`config.mk`:
```
export PLATFORM = sky130hd
export DESIGN_NAME = tc_tile_sched
export DESIGN_NICKNAME = d
export VERILOG_FILES = /design/src/rtl/tc_tile_sched.sv
export SDC_FILE = /design/constraint.sdc
export NUM_CORES = 2
export LEC_CHECK = 0
export ABC_AREA = 1
export ABC_CLOCK_PERIOD_IN_PS = 2700
export CORE_AREA = 2 2 428 430
export DETAILED_ROUTE_END_ITERATION = 10
export DIE_AREA = 0 0 430 432
export GPL_TIMING_DRIVEN = 1
export HOLD_SLACK_MARGIN = 0.03
export PLACE_DENSITY = 0.56
export SYNTH_ARGS = -nofsm -noshare
export SYNTH_HDL_FRONTEND = slang
export SYNTH_SLANG_ARGS = --single-unit
```
`constraint.sdc`:
```
create_clock -name clk -period 2.7 [get_ports clk]
set_input_delay 0.27 -clock clk [delete_from_list [all_inputs] [get_ports clk]]
set_output_delay 0.27 -clock clk [all_outputs]
set_load 0.01 [all_outputs]
```
`src/rtl/tc_tile_sched.sv`:
```
// tc_tile_sched: GEMM job scheduler for the tensor-core tile array.
// Walks output tiles m-major then n, requests kt operand tiles per output
// tile, tags each accepted issue through the fixed array latency and
// accumulates the returning partial tiles lane-wise.
// Optional build macro: TC_TILE_SCHED_SAT_EN (saturating lane accumulation;
// without it lanes wrap modulo 2^DW_OUT).
//
// state | meaning
// IDLE  | waiting for a job descriptor, cfg_ready high
// ISSUE | requesting operand tiles k = 0 .. kt-1 for the current output tile
// DRAIN | all K steps issued, waiting for the last tagged partial tile
// OUT   | accumulated tile presented on the result port
module tc_tile_sched #(
  parameter int TILE_M    = 4,
  parameter int TILE_N    = 4,
  parameter int DW_OUT    = 32,
  parameter int CNT_W     = 8,
  parameter int ARRAY_LAT = 2
) (
  input  logic                            clk,
  input  logic                            rst_n,
  input  logic                            cfg_valid,
  output logic                            cfg_ready,
  input  logic [CNT_W-1:0]                cfg_mt,
  input  logic [CNT_W-1:0]                cfg_nt,
  input  logic [CNT_W-1:0]                cfg_kt,
  output logic                            op_req,
  output logic [CNT_W-1:0]                op_m_idx,
  output logic [CNT_W-1:0]                op_n_idx,
  output logic [CNT_W-1:0]                op_k_idx,
  input  logic                            op_gnt,
  output logic                            arr_valid,
  input  logic [TILE_M*TILE_N*DW_OUT-1:0] arr_out,
  output logic                            res_valid,
  input  logic                            res_ready,
  output logic [TILE_M*TILE_N*DW_OUT-1:0] res_data,
  output logic [CNT_W-1:0]                res_m_idx,
  output logic [CNT_W-1:0]                res_n_idx,
  output logic                            busy,
  output logic                            done
);
  localparam int LANES = TILE_M * TILE_N;
  localparam int TW    = LANES * DW_OUT;

  typedef enum logic [1:0] {S_IDLE, S_ISSUE, S_DRAIN, S_OUT} state_t;

  state_t                 state_q, state_d;
  logic [CNT_W-1:0]       mt_q, mt_d, nt_q, nt_d, kt_q, kt_d;
  logic [CNT_W-1:0]       m_q, m_d, n_q, n_d, k_q, k_d;
  logic                   op_req_q, op_req_d;
  logic                   res_valid_q, res_valid_d;
  logic                   busy_q, busy_d;
  logic                   cfg_ready_q, cfg_ready_d;
  logic                   done_q, done_d;
  logic [ARRAY_LAT-1:0]   tv_q, tv_d, tf_q, tf_d, tl_q, tl_d;
  logic [TW-1:0]          acc_q, acc_d;
  logic                   issue_fire;
  logic                   tag_valid, tag_first, tag_last;
  logic                   last_tile;
`ifdef TC_TILE_SCHED_SAT_EN
  logic [DW_OUT:0]        lane_sum;
`endif

  assign issue_fire = op_req_q & op_gnt;
  assign tag_valid  = tv_q[ARRAY_LAT-1];
  assign tag_first  = tf_q[ARRAY_LAT-1];
  assign tag_last   = tl_q[ARRAY_LAT-1];
  assign last_tile  = (m_q == mt_q - CNT_W'(1)) && (n_q == nt_q - CNT_W'(1));

  assign arr_valid = issue_fire;
  assign cfg_ready = cfg_ready_q;
  assign op_req    = op_req_q;
  assign op_m_idx  = m_q;
  assign op_n_idx  = n_q;
  assign op_k_idx  = k_q;
  assign res_valid = res_valid_q;
  assign res_data  = acc_q;
  assign res_m_idx = m_q;
  assign res_n_idx = n_q;
  assign busy      = busy_q;
  assign done      = done_q;

  // Tag pipe: one {valid, first, last} entry per accepted issue, ARRAY_LAT deep
  always_comb begin
    tv_d    = '0;
    tf_d    = '0;
    tl_d    = '0;
    tv_d[0] = issue_fire;
    tf_d[0] = issue_fire && (k_q == '0);
    tl_d[0] = issue_fire && (k_q == kt_q - CNT_W'(1));
    for (int i = 1; i < ARRAY_LAT; i++) begin
      tv_d[i] = tv_q[i-1];
      tf_d[i] = tf_q[i-1];
      tl_d[i] = tl_q[i-1];
    end
  end

  // Lane-wise accumulation of the partial tile selected by the tag pipe output
  always_comb begin
    acc_d = acc_q;
`ifdef TC_TILE_SCHED_SAT_EN
    lane_sum = '0;
`endif
    if (tag_valid) begin
      for (int i = 0; i < LANES; i++) begin
        if (tag_first) begin
          acc_d[i*DW_OUT +: DW_OUT] = arr_out[i*DW_OUT +: DW_OUT];
        end else begin
`ifdef TC_TILE_SCHED_SAT_EN
          lane_sum = {acc_q[i*DW_OUT+DW_OUT-1], acc_q[i*DW_OUT +: DW_OUT]}
                   + {arr_out[i*DW_OUT+DW_OUT-1], arr_out[i*DW_OUT +: DW_OUT]};
          if (lane_sum[DW_OUT] != lane_sum[DW_OUT-1]) begin
            acc_d[i*DW_OUT +: DW_OUT] = lane_sum[DW_OUT] ? {1'b1, {(DW_OUT-1){1'b0}}}
                                                         : {1'b0, {(DW_OUT-1){1'b1}}};
          end else begin
            acc_d[i*DW_OUT +: DW_OUT] = lane_sum[DW_OUT-1:0];
          end
`else
          acc_d[i*DW_OUT +: DW_OUT] = acc_q[i*DW_OUT +: DW_OUT] + arr_out[i*DW_OUT +: DW_OUT];
`endif
        end
      end
    end
  end

  // Job sequencing: next state, indices and registered handshake outputs
  always_comb begin
    state_d     = state_q;
    mt_d        = mt_q;
    nt_d        = nt_q;
    kt_d        = kt_q;
    m_d         = m_q;
    n_d         = n_q;
    k_d         = k_q;
    op_req_d    = op_req_q;
    res_valid_d = res_valid_q;
    busy_d      = busy_q;
    cfg_ready_d = cfg_ready_q;
    done_d      = 1'b0;
    case (state_q)
      S_IDLE: begin
        if (cfg_valid && cfg_ready_q) begin
          mt_d = cfg_mt;
          nt_d = cfg_nt;
          kt_d = cfg_kt;
          m_d  = '0;
          n_d  = '0;
          k_d  = '0;
          // An empty job completes immediately without touching the array
          if (cfg_mt == '0 || cfg_nt == '0 || cfg_kt == '0) begin
            done_d = 1'b1;
          end else begin
            state_d     = S_ISSUE;
            op_req_d    = 1'b1;
            busy_d      = 1'b1;
            cfg_ready_d = 1'b0;
          end
        end
      end
      S_ISSUE: begin
        if (issue_fire) begin
          k_d = k_q + CNT_W'(1);
          if (k_q == kt_q - CNT_W'(1)) begin
            op_req_d = 1'b0;
            state_d  = S_DRAIN;
          end
        end
      end
      S_DRAIN: begin
        if (tag_valid && tag_last) begin
          state_d     = S_OUT;
          res_valid_d = 1'b1;
        end
      end
      S_OUT: begin
        if (res_ready) begin
          res_valid_d = 1'b0;
          k_d         = '0;
          if (last_tile) begin
            state_d     = S_IDLE;
            done_d      = 1'b1;
            busy_d      = 1'b0;
            cfg_ready_d = 1'b1;
          end else begin
            if (n_q == nt_q - CNT_W'(1)) begin
              n_d = '0;
              m_d = m_q + CNT_W'(1);
            end else begin
              n_d = n_q + CNT_W'(1);
            end
            state_d  = S_ISSUE;
            op_req_d = 1'b1;
          end
        end
      end
      default: state_d = S_IDLE;
    endcase
  end

  // State, tag pipe and accumulator registers; reset aborts any job in flight
  always_ff @(posedge clk or negedge rst_n) begin
    if (!rst_n) begin
      state_q     <= S_IDLE;
      mt_q        <= '0;
      nt_q        <= '0;
      kt_q        <= '0;
      m_q         <= '0;
      n_q         <= '0;
      k_q         <= '0;
      op_req_q    <= 1'b0;
      res_valid_q <= 1'b0;
      busy_q      <= 1'b0;
      cfg_ready_q <= 1'b1;
      done_q      <= 1'b0;
      tv_q        <= '0;
      tf_q        <= '0;
      tl_q        <= '0;
      acc_q       <= '0;
    end else begin
      state_q     <= state_d;
      mt_q        <= mt_d;
      nt_q        <= nt_d;
      kt_q        <= kt_d;
      m_q         <= m_d;
      n_q         <= n_d;
      k_q         <= k_d;
      op_req_q    <= op_req_d;
      res_valid_q <= res_valid_d;
      busy_q      <= busy_d;
      cfg_ready_q <= cfg_ready_d;
      done_q      <= done_d;
      tv_q        <= tv_d;
      tf_q        <= tf_d;
      tl_q        <= tl_d;
      acc_q       <= acc_d;
    end
  end

endmodule

```
# Word-level counts from Yosys, hierarchy flattened
# Cells that the tools add are included.
word_totals:
  reg_bits: 573
  input_bits: 541
  output_inout_bits: 558
  elab_cells: 136
op_classes:
  addsub: 22
  n_eq_ne: 15
  muxes: 59
  bitwise_logic: 1
  n_reduce_logical: 23
ops:
  columns: ["operator", "n"]
  rows:
  - ["$add 32x32->32", 16]
  - ["$mux 32", 16]
  - ["$mux 8", 9]
  - ["$logic_not 8->1", 4]
  - ["$pmux 8 s2", 2]
  - ["$add 8x1->8 const B", 3]
  - ["$eq 8x8->1", 3]
  - ["$pmux 8 s3", 1]
  - ["$sub 8x1->8 const B", 3]
  - ["$mux 1", 19]
  - ["$ne 2x2->1 const B", 9]
  - ["$mux 2", 6]
  - ["$reduce_and 5->1", 2]
  - ["$pmux 1 s2", 4]
  - ["$pmux 2 s4", 1]
  - ["$reduce_and 4->1", 2]
  - ["$reduce_and 7->1", 1]
  - ["$reduce_and 6->1", 1]
  - ["$logic_and 1x1->1", 5]
  - ["$eq 2x2->1 const B", 2]
  - ["$reduce_bool 2->1", 2]
  - ["$pmux 1 s3", 1]
  - ["$reduce_and 3->1", 1]
  - ["$reduce_bool 3->1", 1]
  - ["5 further kinds", 6]

# Longest topological paths before layout
depth:
  depth_word: 6
  depth_mapped: 15
  mapped_depth_nobuf: 15

# Worst setup path after synthesis
# No wires, ideal clock.
synth_timing:
  path_kind: "reg-to-reg"
  startpoint: "register acc_q[32], in the netlist res_data[32]"
  endpoint: "register acc_q[48], in the netlist res_data[48]"
  arrival_ns: 2.045
  t_required_ns: 2.577
  slack_ns: 0.532
  stages_incl_launch_ff: 14
  synth_period_minus_slack_ns: 2.168
  cell_sequence: "dfrtp_1 ha_1 inv_1 fa_1 o21ai_0 nand2_1 nand2_1 nand2_1 nand2_1 nand2_1 nand3_1 nand2_1 o21ai_0 nand2_1"
synth_between:
  elab_chain_len: 2
synth_lines:
  columns: ["element", "line_no", "source"]
  rows:
  - ["start: declaration", "56", "logic [TW-1:0] acc_q, acc_d;"]
  - ["start signal: assignment", "218", "acc_q <= '0;"]
  - ["start signal: assignment", "235", "acc_q <= acc_d;"]
  - ["$add 32x32->32", "119", "acc_d[i*DW_OUT +: DW_OUT] = acc_q[i*DW_OUT +: DW_OUT] + arr_out[i*DW_OUT +: DW_OUT];"]
  - ["$mux 32", "106", "if (tag_first) begin"]
# Every way passes these cells.
# A chain may end at the register's enable or synchronous reset.

# Final worst setup path
layout_timing:
  startpoint: "register acc_q[192], in the netlist res_data[192]"
  endpoint: "register acc_q[206], in the netlist res_data[206]"
# The elaborated chain is that of the path after synthesis.

==> results.cfg <==
[routing]
drtPass1Iterations = 6
wl_um = 287000
detail-route-antenna-nets = 0
vias = 69800
drtIter0Drc = 5066
drc_errors = 0
wire_per_inst_um = 21.0
vias_per_cell = 5.10

[worst_setup_path]
rrSetupSlack_ns = 0.21
r2r-start = res_data[192]$_DFFE_PN0P_
r2r-end = res_data[206]$_DFFE_PN0P_
cp_max_fo = 3
arrival_ns = 3.08
cp.required_ns = 3.29
critPathKind = flop to flop
reg2regPathDepth = 13
worst_setup_path_start_kind = flop
crit_path_end_kind = flop

[clocking]
tritoncts = built
clock_latency_ns = 0.73
clk_pin_slew_ns = 0.06
root_buffer = clkbuf_16
cts.sinks = 573
tritoncts.num_buffers = 85
clockBufferDepth = 3
htreeDepth = 3

[timing]
rsz0062_at_grt = false
fin_setup_tns_ns = 0
hold_violations = 0
fmax_ghz = 0.402
timing.final.ws_setup_ns = 0.213
worst_slew_pin_slew_ns = 1.09
fin_crit_sh = 0.921
finalCriticalPeriod_ns = 2.49
drv_slew = 0
max-slew-margin-rel = 0.271
finalSetupViolCount = 0
finClkSkew_ns = 0.0381

[power_and_ir_drop]
finalPower_mw = 27.0
power.density_nw_per_um2 = 343
total_leakage_power_nw = 39.4
ir_drop_uv = 400

[floorplanning]
rows = 157
core_region_area_um2 = 182000
io_pins = 1099
die_w_um = 430
initial_utilization = 0.327
die_area_um2 = 186000
die_h_um = 432

[place]
dp_hpwl_um = 236000
dp_worst_setup_slack_ns = -0.196
place_area_um2 = 75500
io_buffers = 1098
routabilityCongestion = 0.983

[hold_path]
hold_depth = 3
min_from = cfg_mt[7]
hp-class = primary input to flop
min_to = mt_q[7]$_DFFE_PN0P_

[yosys]
syn_inst = 9890
synth.yosys.seq_area_share = 0.241
synth_edf_count = 0
yosysMostFrequentCell = nand2_1
synth_seq_cells = 573
yosysWarnings = 0
synth-main-ff-cell = dfrtp_1
synth_area_per_cell_um2 = 6.01
synth.distinct_cells = 45
synth.largest_area_cell = dfrtp_1
synth_top_cell_area_share = 0.241
ys_top_cells_by_area = dfrtp_1 24%, nand2_1 22%, ha_1 11%, nor2_1 8.2%, inv_1 6.3%
async_flop_share = 1.00
synth_nets = 11000
synth_top_cells_by_count = 3540 x nand2_1, 1302 x nor2_1, 990 x inv_1, 683 x a21oi_1, 646 x nand3_1
netlist_area_um2 = 59400

[global_route]
grt_use_total = 0.298
grt_pass1_vias = 66400
antenna_found_initial = 89
grt_pass1_wl_um = 423000
overflow = 0
grt_max_degree = 130

[layout]
finalNetCount = 12200
area_growth_pct = 32.2
drive_gt1_frac = 0.0474
multi_input_area_um2 = 40300
utilization = 0.433
stdcell_area_um2 = 78600
seq_area_um2 = 14300
nFillCells = 19300

[run_status]
outcome = completed

[run]
cap_violations = 0
[layer usage]
| layer | vias up | share of wire | global-route usage |
|---|---|---|---|
| li1 | 34600 | - | - |
| met1 | 32500 | 0.43 | 0.374 |
| met2 | 2103 | 0.45 | 0.483 |
| met3 | 539 | 0.056 | 0.0461 |
| met4 | 38 | 0.063 | 0.175 |
| met5 | - | 0.00087 | 0 |
[worst max-delay path: stages (launching register included)]
cell     delay (ns)
dfrtp_1        0.38
ha_1           0.32
inv_1          0.10
fa_1           0.42
o21ai_0        0.17
buf_4          0.15
nand2_1        0.05
nand2_1        0.12
nand2_1        0.07
nand2_1        0.16
buf_4          0.14
xor2_1         0.05
o21ai_0        0.17
nand2_1        0.08
[how the worst max path moves through the flow]
stage | startpoint | slack [ns] | depth (start not counted) | to
global route | res_data[256]$_DFFE_PN0P_ | 0.02 | 15 | res_data[272]$_DFFE_PN0P_
CTS | res_data[352]$_DFFE_PN0P_ | 0.16 | 15 | res_data[374]$_DFFE_PN0P_
floorplan | res_data[32]$_DFFE_PN0P_ | 0.53 | 13 | res_data[48]$_DFFE_PN0P_
global placement | arr_out[192] | -0.20 | 14 | res_data[206]$_DFFE_PN0P_
finish | res_data[192]$_DFFE_PN0P_ | 0.21 | 13 | res_data[206]$_DFFE_PN0P_
detailed placement | arr_out[192] | -0.20 | 14 | res_data[206]$_DFFE_PN0P_
[cell type report]
type,instances,area share
Sequential cell,573,0.183
Multi-Input combinational cell,8069,0.513
Tap cell,2385,0.0380
Clock buffer,125,0.0323
Timing Repair Buffer,1443,0.180
Clock inverter,32,0.00443
Inverter,997,0.0478
Antenna cell,48,0.00153
[stage by stage]
| step | instances | hold WS, ns |
|---|---|---|
| floorplan | 9890 | -0.0256 |
| global placement | 13500 | 0.232 |
| detailed placement | 13500 | 0.225 |
| CTS | 13600 | 0.0504 |
| global route | 13700 | 0.120 |
| finish | 13700 | 0.122 |
[sequential cells by signal (all words and copies together) (netlist names), 2 cells and up]
signal / cells
nt_q: 8
op_m_idx: 8
mt_q: 8
tf_q: 2
state_q: 2
op_n_idx: 8
tl_q: 2
kt_q: 8
res_data: 512
tv_q: 2
op_k_idx: 8
[what timing repair did]
action	in CTS	in global routing
resized for setup	0	2
endpoints found under the hold margin	423	0
hold buffers	3	0
buffers inserted	0	1
endpoints found under the setup margin	0	2
[cell families (layout without fill, tap and decap cells)]
family | Yosys count | count (layout) | synth area share
DFF | 573 | 573 | 0.241
buffers and inverters | 1248 | 2597 | 0.0801
and+or+nand+nor | 5786 | 5786 | 0.391
xor gates and xnor gates | 246 | 246 | 0.0362
AOI/OAI and AO/OA | 1512 | 1512 | 0.139
adders and majority gates | 525 | 525 | 0.113
other | 0 | 48 | 0
[layout by cell type (no fill, tap or decap), types with 18 or more instances in the layout]
master / n
o21bai_1: 66
a21o_1: 54
diode_2: 48
nand2_1: 3540
ha_1: 507
clkinv_2: 19
o21a_1: 40
nor2_1: 1301
dfrtp_1: 570
nand3b_1: 18
o21ai_0: 557
o211ai_1: 59
buf_4: 297
clkbuf_8: 22
clkbuf_16: 87
xor2_1: 129
a21boi_0: 20
xnor2_1: 117
buf_12: 45
nor3_1: 101
a21oi_1: 683
clkdlybuf4s50_1: 1097
nand4_1: 86
nand3_1: 646
nor4_1: 50
inv_1: 990
[report_power, final]
part / total [mW] / internal (mW) / switching [mW]
clock: 12.0 / 7.08 / 4.90
combinational: 6.42 / 2.63 / 3.79
sequential: 8.59 / 8.59 / 0
(Power assumes the default switching activity.)
